[config.mk]
export PLATFORM = sky130hd
export DESIGN_NAME = ay_bus_ctrl
export DESIGN_NICKNAME = d
export VERILOG_FILES = /design/src/rtl/ay_bus_pkg.sv /design/src/rtl/ay_port_sync.sv /design/src/rtl/ay_bus_ctrl.sv
export SDC_FILE = /design/constraint.sdc
export NUM_CORES = 1
export LEC_CHECK = 0
export BUFFER_PORTS_ARGS = -buffer_cell sky130_fd_sc_hd__buf_2
export CAP_MARGIN = 30
export CORE_MARGIN = 4
export CORE_UTILIZATION = 42
export CTS_BUF_LIST = sky130_fd_sc_hd__clkbuf_2 sky130_fd_sc_hd__clkbuf_4 sky130_fd_sc_hd__clkbuf_8
export CTS_CLUSTER_SIZE = 30
export DETAILED_ROUTE_END_ITERATION = 10
export PLACE_DENSITY_LB_ADDON = 0.2
export SETUP_SLACK_MARGIN = 0.5
export SLEW_MARGIN = 15
export SYNTH_ARGS = -nofsm -noshare
export SYNTH_HDL_FRONTEND = slang
export SYNTH_SLANG_ARGS = --single-unit
[constraint.sdc]
create_clock -name clk -period 4.1 [get_ports clk]
set_input_delay 0.82 -clock clk [delete_from_list [all_inputs] [get_ports clk]]
set_output_delay 0.82 -clock clk [all_outputs]
set_load 0.01 [all_outputs]
[src/rtl/ay_bus_pkg.sv]
// Shared types for the AY-3-8910 bus controller: PSG bus commands, FSM states
// and the port-strobe decode helpers.
package ay_bus_pkg;

  // Encoding is the PSG pin pair {BDIR, BC1}.
  typedef enum logic [1:0] {
    CMD_INACT = 2'b00,
    CMD_RDPSG = 2'b01,
    CMD_WRPSG = 2'b10,
    CMD_LADDR = 2'b11
  } ay_cmd_t;

  typedef enum logic [1:0] {
    IDLE = 2'd0,
    HOLD = 2'd1,
    GAP  = 2'd2
  } ay_state_t;

  typedef struct packed {
    ay_cmd_t    cmd;
    logic [7:0] data;
  } ay_req_t;

  function automatic ay_cmd_t decode_cmd(input logic dout, input logic iwrbt);
    if (!dout) return CMD_RDPSG;
    return iwrbt ? CMD_LADDR : CMD_WRPSG;
  endfunction

  // The top N_CHIPS address values are chip selects and never reach the bus.
  function automatic logic is_select(input ay_req_t req, input int n_chips);
    return (req.cmd == CMD_LADDR) && (int'(req.data) >= 256 - n_chips);
  endfunction

endpackage

[src/rtl/ay_port_sync.sv]
// Resynchronises the BK parallel-port handshake and data into clk and flags
// the synchronised strobe rising edge. Data travels with strobe stage by stage.
module ay_port_sync #(
  parameter int SYNC_STAGES = 2
) (
  input  logic       clk,
  input  logic       rst,
  input  logic       strobe_i,
  input  logic       dout_i,
  input  logic       iwrbt_i,
  input  logic [7:0] port_do_i,
  output logic       strobe_o,
  output logic       strobe_rise_o,
  output logic       dout_o,
  output logic       iwrbt_o,
  output logic [7:0] data_o
);

  logic [SYNC_STAGES-1:0] strobe_q;
  logic [SYNC_STAGES-1:0] dout_q;
  logic [SYNC_STAGES-1:0] iwrbt_q;
  logic [7:0]             data_q [SYNC_STAGES];
  logic                   strobe_prev_q;

  always_ff @(posedge clk or posedge rst) begin
    if (rst) begin
      strobe_q      <= '0;
      dout_q        <= '0;
      iwrbt_q       <= '0;
      strobe_prev_q <= 1'b0;
      for (int i = 0; i < SYNC_STAGES; i++) data_q[i] <= '0;
    end else begin
      strobe_q      <= {strobe_q[SYNC_STAGES-2:0], strobe_i};
      dout_q        <= {dout_q[SYNC_STAGES-2:0], dout_i};
      iwrbt_q       <= {iwrbt_q[SYNC_STAGES-2:0], iwrbt_i};
      strobe_prev_q <= strobe_q[SYNC_STAGES-1];
      data_q[0]     <= port_do_i;
      for (int i = 1; i < SYNC_STAGES; i++) data_q[i] <= data_q[i-1];
    end
  end

  // prev is cleared with the chain, so reset release cannot fake an edge.
  assign strobe_o      = strobe_q[SYNC_STAGES-1];
  assign strobe_rise_o = strobe_q[SYNC_STAGES-1] & ~strobe_prev_q;
  assign dout_o        = dout_q[SYNC_STAGES-1];
  assign iwrbt_o       = iwrbt_q[SYNC_STAGES-1];
  assign data_o        = data_q[SYNC_STAGES-1];

endmodule

[src/rtl/ay_bus_ctrl.sv]
// BK-0011M parallel port to AY-3-8910 bus controller: decodes port strobes into
// PSG bus commands and drives timed BDIR/BC1 pulses to the selected chip.
module ay_bus_ctrl
  import ay_bus_pkg::*;
#(
  parameter int N_CHIPS     = 2,
  parameter int HOLD_CYCLES = 4,
  parameter int GAP_CYCLES  = 2,
  parameter int SYNC_STAGES = 2,
  parameter int MODE        = 0
) (
  input  logic                                       clk,
  input  logic                                       reset,
  input  logic                                       strobe,
  input  logic                                       dout,
  input  logic                                       iwrbt,
  input  logic [7:0]                                 port_do,
  output logic [7:0]                                 port_di,
  output logic                                       port_di_valid,
  output logic [N_CHIPS-1:0]                         ay_bdir,
  output logic [N_CHIPS-1:0]                         ay_bc1,
  output logic [7:0]                                 ay_da_o,
  output logic                                       ay_da_oe,
  input  logic [7:0]                                 ay_da_i,
  output logic [((N_CHIPS > 1) ? $clog2(N_CHIPS) : 1)-1:0] chip_sel,
  output logic                                       busy,
  output logic                                       overrun,
  output ay_state_t                                  dbg_state
);

  localparam int CS_W    = (N_CHIPS > 1) ? $clog2(N_CHIPS) : 1;
  localparam int CNT_MAX = (HOLD_CYCLES > GAP_CYCLES) ? HOLD_CYCLES : GAP_CYCLES;
  localparam int CNT_W   = $clog2(CNT_MAX);

  logic       s_strobe, s_rise, s_dout, s_iwrbt;
  logic [7:0] s_data;

  ay_port_sync #(.SYNC_STAGES(SYNC_STAGES)) u_sync (
    .clk          (clk),
    .rst          (reset),
    .strobe_i     (strobe),
    .dout_i       (dout),
    .iwrbt_i      (iwrbt),
    .port_do_i    (port_do),
    .strobe_o     (s_strobe),
    .strobe_rise_o(s_rise),
    .dout_o       (s_dout),
    .iwrbt_o      (s_iwrbt),
    .data_o       (s_data)
  );

  ay_state_t           state_q, state_d;
  logic [CNT_W-1:0]    cnt_q, cnt_d;
  ay_req_t             arr_q, cur_q, cur_d, buf_q, buf_d, pend;
  logic                arr_v_q, buf_v_q, buf_v_d, pend_v, take;
  logic [CS_W-1:0]     chip_sel_q, chip_sel_d;
  logic [7:0]          sel_idx;
  logic                overrun_q, overrun_d;
  logic [N_CHIPS-1:0]  bdir_q, bdir_d, bc1_q, bc1_d;
  logic [7:0]          da_o_q, da_o_d, port_di_q, port_di_d;
  logic                da_oe_q, da_oe_d, di_valid_q, di_valid_d, busy_q, busy_d;
  logic                hold_entry, hold_exit;

  // State, counter, buffer, command register and all output registers.
  always_ff @(posedge clk or posedge reset) begin
    if (reset) begin
      state_q    <= IDLE;
      cnt_q      <= '0;
      arr_v_q    <= 1'b0;
      arr_q      <= '0;
      cur_q      <= '0;
      buf_v_q    <= 1'b0;
      buf_q      <= '0;
      chip_sel_q <= '0;
      overrun_q  <= 1'b0;
      bdir_q     <= '0;
      bc1_q      <= '0;
      da_o_q     <= '0;
      da_oe_q    <= 1'b0;
      port_di_q  <= '0;
      di_valid_q <= 1'b0;
      busy_q     <= 1'b0;
    end else begin
      state_q    <= state_d;
      cnt_q      <= cnt_d;
      arr_v_q    <= s_rise;
      if (s_rise) begin
        arr_q.cmd  <= decode_cmd(s_dout, s_iwrbt);
        arr_q.data <= s_data;
      end
      cur_q      <= cur_d;
      buf_v_q    <= buf_v_d;
      buf_q      <= buf_d;
      chip_sel_q <= chip_sel_d;
      overrun_q  <= overrun_d;
      bdir_q     <= bdir_d;
      bc1_q      <= bc1_d;
      da_o_q     <= da_o_d;
      da_oe_q    <= da_oe_d;
      port_di_q  <= port_di_d;
      di_valid_q <= di_valid_d;
      busy_q     <= busy_d;
    end
  end

  // Next state. "take" marks the cycles where a new command may start: any
  // IDLE cycle and the last GAP cycle. The buffer always has priority over a
  // fresh arrival so commands keep their order.
  always_comb begin
    state_d    = state_q;
    cnt_d      = cnt_q;
    cur_d      = cur_q;
    buf_d      = buf_q;
    buf_v_d    = buf_v_q;
    chip_sel_d = chip_sel_q;
    overrun_d  = overrun_q;
    take       = 1'b0;
    pend       = buf_v_q ? buf_q : arr_q;
    pend_v     = buf_v_q | arr_v_q;
    sel_idx    = ~pend.data;

    case (state_q)
      IDLE: take = 1'b1;
      HOLD: begin
        if (cnt_q != '0) begin
          cnt_d = cnt_q - CNT_W'(1);
        end else if (MODE == 0 || !s_strobe) begin
          state_d = GAP;
          cnt_d   = CNT_W'(GAP_CYCLES - 1);
        end
      end
      GAP: begin
        if (cnt_q != '0) begin
          cnt_d = cnt_q - CNT_W'(1);
        end else begin
          state_d = IDLE;
          take    = 1'b1;
        end
      end
      default: state_d = IDLE;
    endcase

    if (take && pend_v) begin
      if (is_select(pend, N_CHIPS)) begin
        chip_sel_d = sel_idx[CS_W-1:0];
      end else begin
        state_d = HOLD;
        cur_d   = pend;
        cnt_d   = CNT_W'(HOLD_CYCLES - 1);
      end
    end

    if (take && buf_v_q) begin
      buf_v_d = arr_v_q;
      buf_d   = arr_q;
    end else if (!take && arr_v_q) begin
      if (!buf_v_q) begin
        buf_v_d = 1'b1;
        buf_d   = arr_q;
      end else begin
        overrun_d = 1'b1;
      end
    end
  end

  assign hold_entry = (state_d == HOLD) && (state_q != HOLD);
  assign hold_exit  = (state_q == HOLD) && (state_d == GAP);

  // Outputs are computed from next-state values and registered, so pins
  // switch on the same edge as the FSM. Write data stays driven one GAP cycle.
  always_comb begin
    bdir_d     = '0;
    bc1_d      = '0;
    da_o_d     = da_o_q;
    port_di_d  = port_di_q;
    di_valid_d = di_valid_q;
    if (state_d == HOLD) begin
      bdir_d[chip_sel_d] = cur_d.cmd[1];
      bc1_d[chip_sel_d]  = cur_d.cmd[0];
    end
    if (hold_entry) begin
      di_valid_d = 1'b0;
      if (cur_d.cmd[1]) da_o_d = cur_d.data;
    end
    da_oe_d = ((state_d == HOLD) && cur_d.cmd[1]) || (hold_exit && cur_q.cmd[1]);
    if (hold_exit && (cur_q.cmd == CMD_RDPSG)) begin
      port_di_d  = ay_da_i;
      di_valid_d = 1'b1;
    end
    busy_d = (state_d != IDLE) || buf_v_d;
  end

  assign port_di       = port_di_q;
  assign port_di_valid = di_valid_q;
  assign ay_bdir       = bdir_q;
  assign ay_bc1        = bc1_q;
  assign ay_da_o       = da_o_q;
  assign ay_da_oe      = da_oe_q;
  assign chip_sel      = chip_sel_q;
  assign busy          = busy_q;
  assign overrun       = overrun_q;
  assign dbg_state     = state_q;

endmodule

### Yosys cells after proc, flatten, opt, wreduce, memory -nomap -nowiden

Cells that the tools add are included.

* register bits after elaboration: 84
* input port bits: 21
* output and inout bits: 27

* equality and inequality tests: 7
* $lt $le $gt $ge: 3
* multiplexer cells: 32
* reduce and logical (&&, ||, !) cells: 20
* bitwise logic cells: 7
* add/subtract/negate cells: 1

Operators with widths (count)
* 2-to-1 mux 10 bit: 5
* 2-to-1 mux 2 bit: 12
* 2-to-1 mux 1 bit: 11
* logical AND 1 bit: 10
* >= comparator 8 bit, second input constant: 1
* nonzero test 2 bit: 4
* equality test 2 x 1 -> 1 bit, second input constant: 3
* equality test 2 bit, second input constant: 3
* case mux 2 bit (3 select lines): 1
* AND 2 bit: 2
* case mux 2 bit (2 select lines): 1
* NOT 1 bit: 3
* AND reduction 3 bit: 1
* logical NOT 2 bit: 1
* logical OR 1 bit: 2
* less-than comparator 1 x 2 -> 1 bit, second input constant: 1
* inequality test 2 x 1 -> 1 bit, second input constant: 1
* case mux 1 bit (2 select lines): 1
* AND reduction 2 bit: 1
* subtractor 2 x 1 -> 2 bit, second input constant: 1
* AND 1 bit: 1
* demux 1 bit (select 1 bit): 1
* >= comparator 1 bit, second input constant: 1
* logical NOT 1 bit: 1
* OR 1 bit: 1

### Longest topological paths before layout

Gate-level depths: netlist of the first run.

* depth after elaboration: 11
* mapped depth: 9
* depth with buffers taken out: 8

### Hierarchy

From an unflattened synthesis of the first run, not the netlist that was laid out.

* cells, all modules: 260
* area, all modules: 3383.2 um2

Modules (own cells, without submodules)
* ay_bus_ctrl: sequential area each 1526.5 um2, instances 1, cells an instance 227, area each 2730.1 um2
* ay_port_sync: sequential area each 575.6 um2, instances 1, cells an instance 33, area each 653.1 um2

### Worst setup path before layout of the first run

No wires, ideal clock.

* path kind: register to register
* start: register state_q[1] (netlist: dbg_state[1])
* end: register da_o_q[0] (netlist: ay_da_o[0])
* data required time: 3975 ps
* setup time: 125 ps
* arrival time: 2085 ps
* period minus slack after synthesis: 2210 ps
* path slack: 1890 ps
* cell stages (with the launch flop): 8
* buffers on the path: 0
* path through: dfrtp_1 > inv_1 > ha_1 > o22a_1 > o211ai_1 > nor3_2 > a41oi_4 > mux2_2

* cells in the longest elaborated chain, start to end: 7
* elaborated cells between the ends (all ways): 15
* classes of those cells: 4 x eq/ne; 7 x mux; 4 x reduce/logical

Ends and longest elaborated chain
* start: declaration: line ay_bus_ctrl.sv:52 `ay_state_t state_q, state_d;`
* start signal: assignment: line ay_bus_ctrl.sv:84 `state_q <= state_d;`
* equality test 2 bit, or another cell as far along: line ay_bus_ctrl.sv:122 `case (state_q)`
* case mux 2 bit (3 select lines) or case mux 1 bit (2 select lines) (tied branches): line ay_bus_ctrl.sv:122
* 2-to-1 mux 2 bit or logical AND 1 bit (tied branches): line ay_bus_ctrl.sv:144, ay_bus_ctrl.sv:143
* 2-to-1 mux 2 bit: line ay_bus_ctrl.sv:143 `if (take && pend_v) begin`
* equality test 2 x 1 -> 1 bit: line ay_bus_ctrl.sv:166 `assign hold_entry = (state_d == HOLD) && (state_q != HOLD);`
* logical AND 1 bit: line ay_bus_ctrl.sv:166
* AND reduction 2 bit (no source line)
* end signal: assignment: line ay_bus_ctrl.sv:98 `da_o_q <= da_o_d;`
* end: declaration: line ay_bus_ctrl.sv:60 `logic [7:0] da_o_q, da_o_d, port_di_q, port_di_d;`

Parallel ways exist; a longest one is shown, timed or not.
A chain may end at the register's enable or synchronous reset.

### Worst setup path after layout of the first run

* start: register buf_v_q
* end: register port_di_q[0] (netlist: port_di[0])

* cells in the longest elaborated chain, start to end: 8
* elaborated cells between the ends (all ways): 11
* classes of those cells: 1 x order compare; 2 x eq/ne; 3 x mux; 1 x bitwise; 4 x reduce/logical

Ends and longest elaborated chain
* start: declaration: line ay_bus_ctrl.sv:55 `logic arr_v_q, buf_v_q, buf_v_d, pend_v, take;`
* start signal: assignment: line ay_bus_ctrl.sv:92 `buf_v_q <= buf_v_d;`
* 2-to-1 mux 10 bit
* >= comparator 8 bit or equality test 2 bit (tied branches): line ay_bus_pkg.sv:31 `return (req.cmd == CMD_LADDR) && (int'(req.data) >= 256 - n_chips);`
* logical AND 1 bit: line ay_bus_pkg.sv:31
* 2-to-1 mux 2 bit: line ay_bus_ctrl.sv:144 `if (is_select(pend, N_CHIPS)) begin`
* 2-to-1 mux 2 bit (*): line ay_bus_ctrl.sv:143
* equality test 2 bit (*): line ay_bus_ctrl.sv:167 `assign hold_exit = (state_q == HOLD) && (state_d == GAP);`
* logical AND 1 bit (*): line ay_bus_ctrl.sv:167
* logical AND 1 bit (*): line ay_bus_ctrl.sv:186 `if (hold_exit && (cur_q.cmd == CMD_RDPSG)) begin`
* end signal: assignment: line ay_bus_ctrl.sv:100 `port_di_q <= port_di_d;`
* end: declaration: line ay_bus_ctrl.sv:60

Mark *: on every way between the ends. The rest lies on a longest branch, timed or not.

==> flow_summary.yaml, run 1 <==
status:
  outcome: "finished, final reports clean"
clock_network:
  htreeDepth: 3
  root_buffer: "clkbuf_8"
  cts_made_buffers: 9
  insertion_delay_ps: 350
  clk_pin_slew_ps: 70
  hold_buffers: 0
  cts_tree: "built"
  post_cts_resized: 0
  cts_sinks: 84
  cts_buffer_depth: 2
  post-cts-setup-buffers: 0
grt:
  grt_pass1_wl_um: 8360
  grt_pass1_vias: 1784
  grt_max_degree: 53
  overflow: 0
  antenna_found_initial: 0
  grt_util_all_layers: 0.122
setup_path:
  cp_data_arrival_time_ps: 2980
  rr_worst_depth: 6
  end_kind: "flip-flop"
  crit_path_end: "port_di[0]"
  worstPathRequired_ps: 4330
  cp-start-kind: "flip-flop"
  timing.rr.end: "port_di[0]"
  critPathMaxStageDelay_ps: 800
  crit_chain: "and4_1 -> nand4_1 -> a22o_1 -> nand2_2 -> and4_1 -> mux2_2"
  r2r_slack_ps: 1360
  crit_type: "flip-flop to flip-flop"
  crit_path_frequent_cell: "and4_1"
  cp_max_fo: 18
  reg2reg_from: "buf_v_q"
  crit_slowest_cell: "dfrtp_1"
  worstSetupStartpoint: "buf_v_q"
floorplanning:
  coreArea_mm2: 0.00733
  num_io_pins: 48
  rows: 31
  initial_core_util: 0.438
  die_h_um: 95.4
  die_area_mm2: 0.00910
  die_x_um: 95.4
sta:
  period_share: 0.669
  setup_tns_ps: 0
  period_needed_ps: 2740
  setup_violations: 0
  rsz0062_at_grt: "no"
  slew_violations: 0
  fin_skew_ps: 7.23
  timing.slew.headroom: 0.530
  timing.fmax_ghz: 0.364
  finalHoldViolCount: 0
  max_slew.worst_pin.slew_ps: 692
finish:
  layout-drive-gt1-share: 0.393
  area_delta_synth_final_pct: 17.2
  n_antenna_cell: 0
  nets: 306
  finish.utilization: 0.513
yosys:
  syn_area_per_cell_um2: 14.1
  synth_nets: 252
  synth_most_common_cell: "dfrtp_1"
  synthTopCellsByArea: "dfrtp_1 66%, mux2_2 13%, a21oi_1 2.8%"
  synth_mux_area_frac: 0.162
  synth_top_family_by_area: "multiplexers"
  synth_xor_area_frac: 0
  syn_inst: 227
  synth_common_cells: "84 x dfrtp_1, 37 x mux2_2, 18 x a21oi_1"
  synth_cell_types: 37
  synth_edf_count: 0
  synth_compound_area_frac: 0.0698
  syn-cell-area_mm2: 0.00321
  yosys.area_share.adder: 0.0187
  synthFlopType: "dfrtp_1"
  ys_ff_latch: 84
  yosys_warnings: 0
  yosysTopAreaCell: "dfrtp_1"
  yosysTopAreaCellShare: 0.655
  synth_seq_area_share: 0.655
  synth-async-reset-ratio: 1.00
  yosys.area_share.simple: 0.0733
drt:
  antenna_left: 0
  totalWireLength_um: 5170
  num_vias: 1856
  drt_iter0_markers: 59
  post_drt_wl_per_cell_um: 13.5
  route.detailed.drc: 0
  dr.pass1.iters: 4
  viasPerCell: 4.83
place:
  dp_hpwl_um: 3680
  port_buffers: 47
  gp_congestion: 0.726
flow_run:
  maxCapViolCount: 0
power:
  power.leakage_uw: 0.00173
  irDropWorstVdd_mv: 0.285
  p_per_area_mw_per_mm2: 720
min_path:
  holdCritPathClass: "flip-flop to flip-flop"
## through the flow
step | cells | hold WS, ps | power, uW | setup slack, ps | cell area, um2
finish | 384 | 349 | 2710 | 1360 | 3760
global route | 384 | 357 | 2900 | 1120 | 3760
CTS | 382 | 353 | 2740 | 1320 | 3730
detailed placement | 367 | 335 | 2170 | 1340 | 3540
global placement | 367 | 332 | 2140 | 1420 | 3540
floorplan | 227 | 331 | 1900 | 1110 | 3210
## state kept, by name, indices dropped and copies added, names as in the netlist, 2 cells and up
register / count
cnt_q: 2
u_sync.data_o: 8
ay_bc1: 2
u_sync.strobe_q: 2
u_sync.dout_q: 2
ay_da_o: 8
cur_q: 10
dbg_state: 2
buf_q: 10
u_sync.data_q: 8
ay_bdir: 2
port_di: 8
u_sync.iwrbt_q: 2
arr_q: 10
## per-layer routing
metal / vias to the layer above / GRT usage / part of all wire
met1: 894 / 0.160 / 0.45
met4: 0 / 0.0569 / 0.013
met2: 52 / 0.183 / 0.46
li1: 900 / - / -
met3: 10 / 0.0426 / 0.075
met5: - / 0 / 0
## kinds of logic after synthesis
family | count (synthesis)
AOI/OAI and AO/OA | 34
buffers and inverters | 14
and+or+nand+nor | 43
muxes | 47
adders and majority gates | 5
DFF | 84
## worst min path at each step
stage                                   from                 end  cells past startpoint
final                     u_sync.strobe_q[0]  u_sync.strobe_q[1]                      0
after floorplan             u_sync.data_q[8]    u_sync.data_o[0]                      0
after global routing        u_sync.data_q[8]    u_sync.data_o[0]                      0
after detailed placement    u_sync.data_q[8]    u_sync.data_o[0]                      0
after CTS                  u_sync.data_q[14]    u_sync.data_o[6]                      0
after global placement    u_sync.strobe_q[0]  u_sync.strobe_q[1]                      0
## placed cells by master (no fill, tap or decap), types with 2 or more instances in the layout
cell,Yosys,final
and3_1,2,2
and2_1,2,2
ha_1,4,4
nor2_1,9,9
buf_4,3,2
o211ai_1,2,2
mux2_2,37,37
dfrtp_1,84,84
inv_1,7,6
nand4_1,3,3
nor3_1,2,2
clkinv_2,0,2
clkbuf_8,0,10
buf_2,2,47
and4_1,2,2
clkinvlp_4,0,2
mux2i_1,9,9
nand2_1,11,11
a21oi_1,18,18
nor2b_1,6,6
o21ai_0,4,4
## layout make-up
type	count	area, um2
Fill cell	666	3570
Clock inverter	4	50.0
Clock buffer	11	145
Sequential cell	84	2100
Multi-Input combinational cell	129	1040
Tap cell	99	124
Inverter	7	27.5
Timing Repair Buffer	50	270
## critical path: cells and delay by family (launching register included)
family	cells	cell delay, ps
compound gates	1	360
flops	1	800
mux	1	380
simple gates	4	1070
## where the power goes
group,leakage [uW],internal [uW],total [uW],switching (uW)
Clock,0.0000948,300,570,270
Sequential,0.000996,1080,1250,172
Combinational,0.000636,431,883,452
Total,0.00173,1810,2710,894
(Power assumes the default switching activity.)
==> inputs of run 2 (changes only) <==
clock period = 2.6 ns   (was 4.1 ns; I/O delays follow)
==> run 2 against run 1 <==
  * Flip-flop and latch count is the same
  * Largest power group unchanged
  * Fmax grew 30%
  * Power grew 78%
  * Design area grew 7.3%
  * Clock skew shrank 0.73 ps
  * Register-to-register slack lost 870 ps
  * Hold slack lost 80 ps
  * Combinational power grew 96%
  * First-iteration DRC count shrank 5.1%
==> flow_summary.yaml, run 2 (synthesized netlist as in run 1, its figures left out) <==
status:
  outcome: "finished, final reports clean"
clock_network:
  cts_sinks: 84
  cts_made_buffers: 9
  root_buffer: "clkbuf_8"
  cts_tree: "built"
  htreeDepth: 3
  clk_pin_slew_ps: 80
  cts_buffer_depth: 2
  insertion_delay_ps: 350
  hold_buffers: 0
floorplanning:
  rows: 31
  initial_core_util: 0.438
  die_x_um: 95.4
  coreArea_mm2: 0.00733
  num_io_pins: 48
  die_h_um: 95.4
  die_area_mm2: 0.00910
sta:
  holdWs_ps: 270
  max_slew.worst_pin.slew_ps: 439
  timing.slew.headroom: 0.707
  fin_skew_ps: 6.50
  setup_tns_ps: 0
  slew_violations: 0
  period_share: 0.812
  finalHoldViolCount: 0
  period_needed_ps: 2110
  rsz0062_at_grt: "yes"
  setup_violations: 0
  timing.fmax_ghz: 0.474
drt:
  antenna_left: 0
  num_vias: 1963
  totalWireLength_um: 5510
  drt_iter0_markers: 56
  post_drt_wl_per_cell_um: 13.7
  route.detailed.drc: 0
  viasPerCell: 4.87
  dr.pass1.iters: 4
place:
  place_area_mm2: 0.00360
  port_buffers: 47
  gp_congestion: 0.823
  placed_cells: 374
  dp_hpwl_um: 3600
finish:
  layout-drive-gt1-share: 0.470
  ff_latch_area_mm2: 0.00211
  design_area_mm2: 0.00403
  nets: 324
  layout_commonest_cell: "dfrtp_1"
  n_antenna_cell: 0
  nFillCells: 625
  area_delta_synth_final_pct: 25.7
  finish.utilization: 0.550
  multiInputGateArea_mm2: 0.00109
  fin_cells: 403
  reg_top3: "arr_q x10, buf_q x10, cur_q x10"
  final_cell_mix: "81 x dfrtp_1, 47 x buf_2, 37 x mux2_2"
setup_path:
  worstPathRequired_ps: 2840
  cp_max_fo: 8
  crit_type: "flip-flop to flip-flop"
  end_kind: "flip-flop"
  cp-start-kind: "flip-flop"
  cp_data_arrival_time_ps: 2350
grt:
  grt_pass1_wl_um: 9110
  grt_max_degree: 85
  grt_util_all_layers: 0.133
  antenna_found_initial: 0
  overflow: 0
  grt_pass1_vias: 1900
power:
  p_per_area_mw_per_mm2: 1190
  irDropWorstVdd_mv: 0.486
  power.leakage_uw: 0.00185
flow_run:
  maxCapViolCount: 0
min_path:
  holdCritPathClass: "input port to async pin"
-- run 2: changes by cell type in the layout (fill, tap and decap cells not counted), sizes merged --
cell / previous run / this run
clkinvlp: 2 / 1
bufinv: 1 / 3
buf: 50 / 68
-- run 2: layer usage --
| metal | up-vias | global-route usage | wire length (um) |
|---|---|---|---|
| met2 | 44 | 0.194 | 2480 |
| li1 | 942 | - | - |
| met4 | 0 | 0.0569 | 93 |
| met5 | - | 0 | 0 |
| met3 | 9 | 0.0458 | 305 |
| met1 | 968 | 0.180 | 2630 |
-- run 2: final cells by class --
class | count | share of cell area
Inverter | 7 | 0.00744
Timing Repair Buffer | 68 | 0.105
Tap cell | 99 | 0.0307
Clock buffer | 11 | 0.0375
Clock inverter | 5 | 0.0267
Multi-Input combinational cell | 129 | 0.271
Sequential cell | 84 | 0.522
-- run 2: critical path: stages (launching register included) --
cell	delay, ps
dfrtp_2	450
inv_2	90
ha_4	140
o22a_1	160
o211ai_1	100
buf_4	160
nor3_4	290
a41oi_4	160
buf_12	170
mux2_2	260
-- run 2: stage by stage --
stage | worst slack (ps) | total power, uW
global route | 394 | 5150
floorplan | 519 | 3000
detailed placement | 295 | 3460
global placement | 360 | 3420
CTS | 500 | 4730
finish | 488 | 4820
-- run 2: final timing paths --
check                                       start           endpoint  slack, ps  cells past startpoint
worst max-delay path                 dbg_state[1]         ay_da_o[4]        490                      9
worst min-delay path                        reset           cnt_q[1]        270                      3
worst max register to register       dbg_state[1]         ay_da_o[4]        490                      9
worst min register to register  u_sync.data_q[12]   u_sync.data_o[4]        350                      0
max in group asynchronous                   reset           buf_q[2]       1980                      3
min in group clk                       port_do[7]  u_sync.data_q[15]        270                      1
-- run 2: where the power goes --
part           internal (uW)  switching [uW]
Sequential              1710             222
Combinational            895             833
Clock                    694             464
Total                   3300            1520
-- run 2: repair_timing --
item | CTS | global route
pin swaps | 2 | 6
setup endpoints to repair | 20 | 17
buffers inserted | 6 | 7
resized for setup | 7 | 12
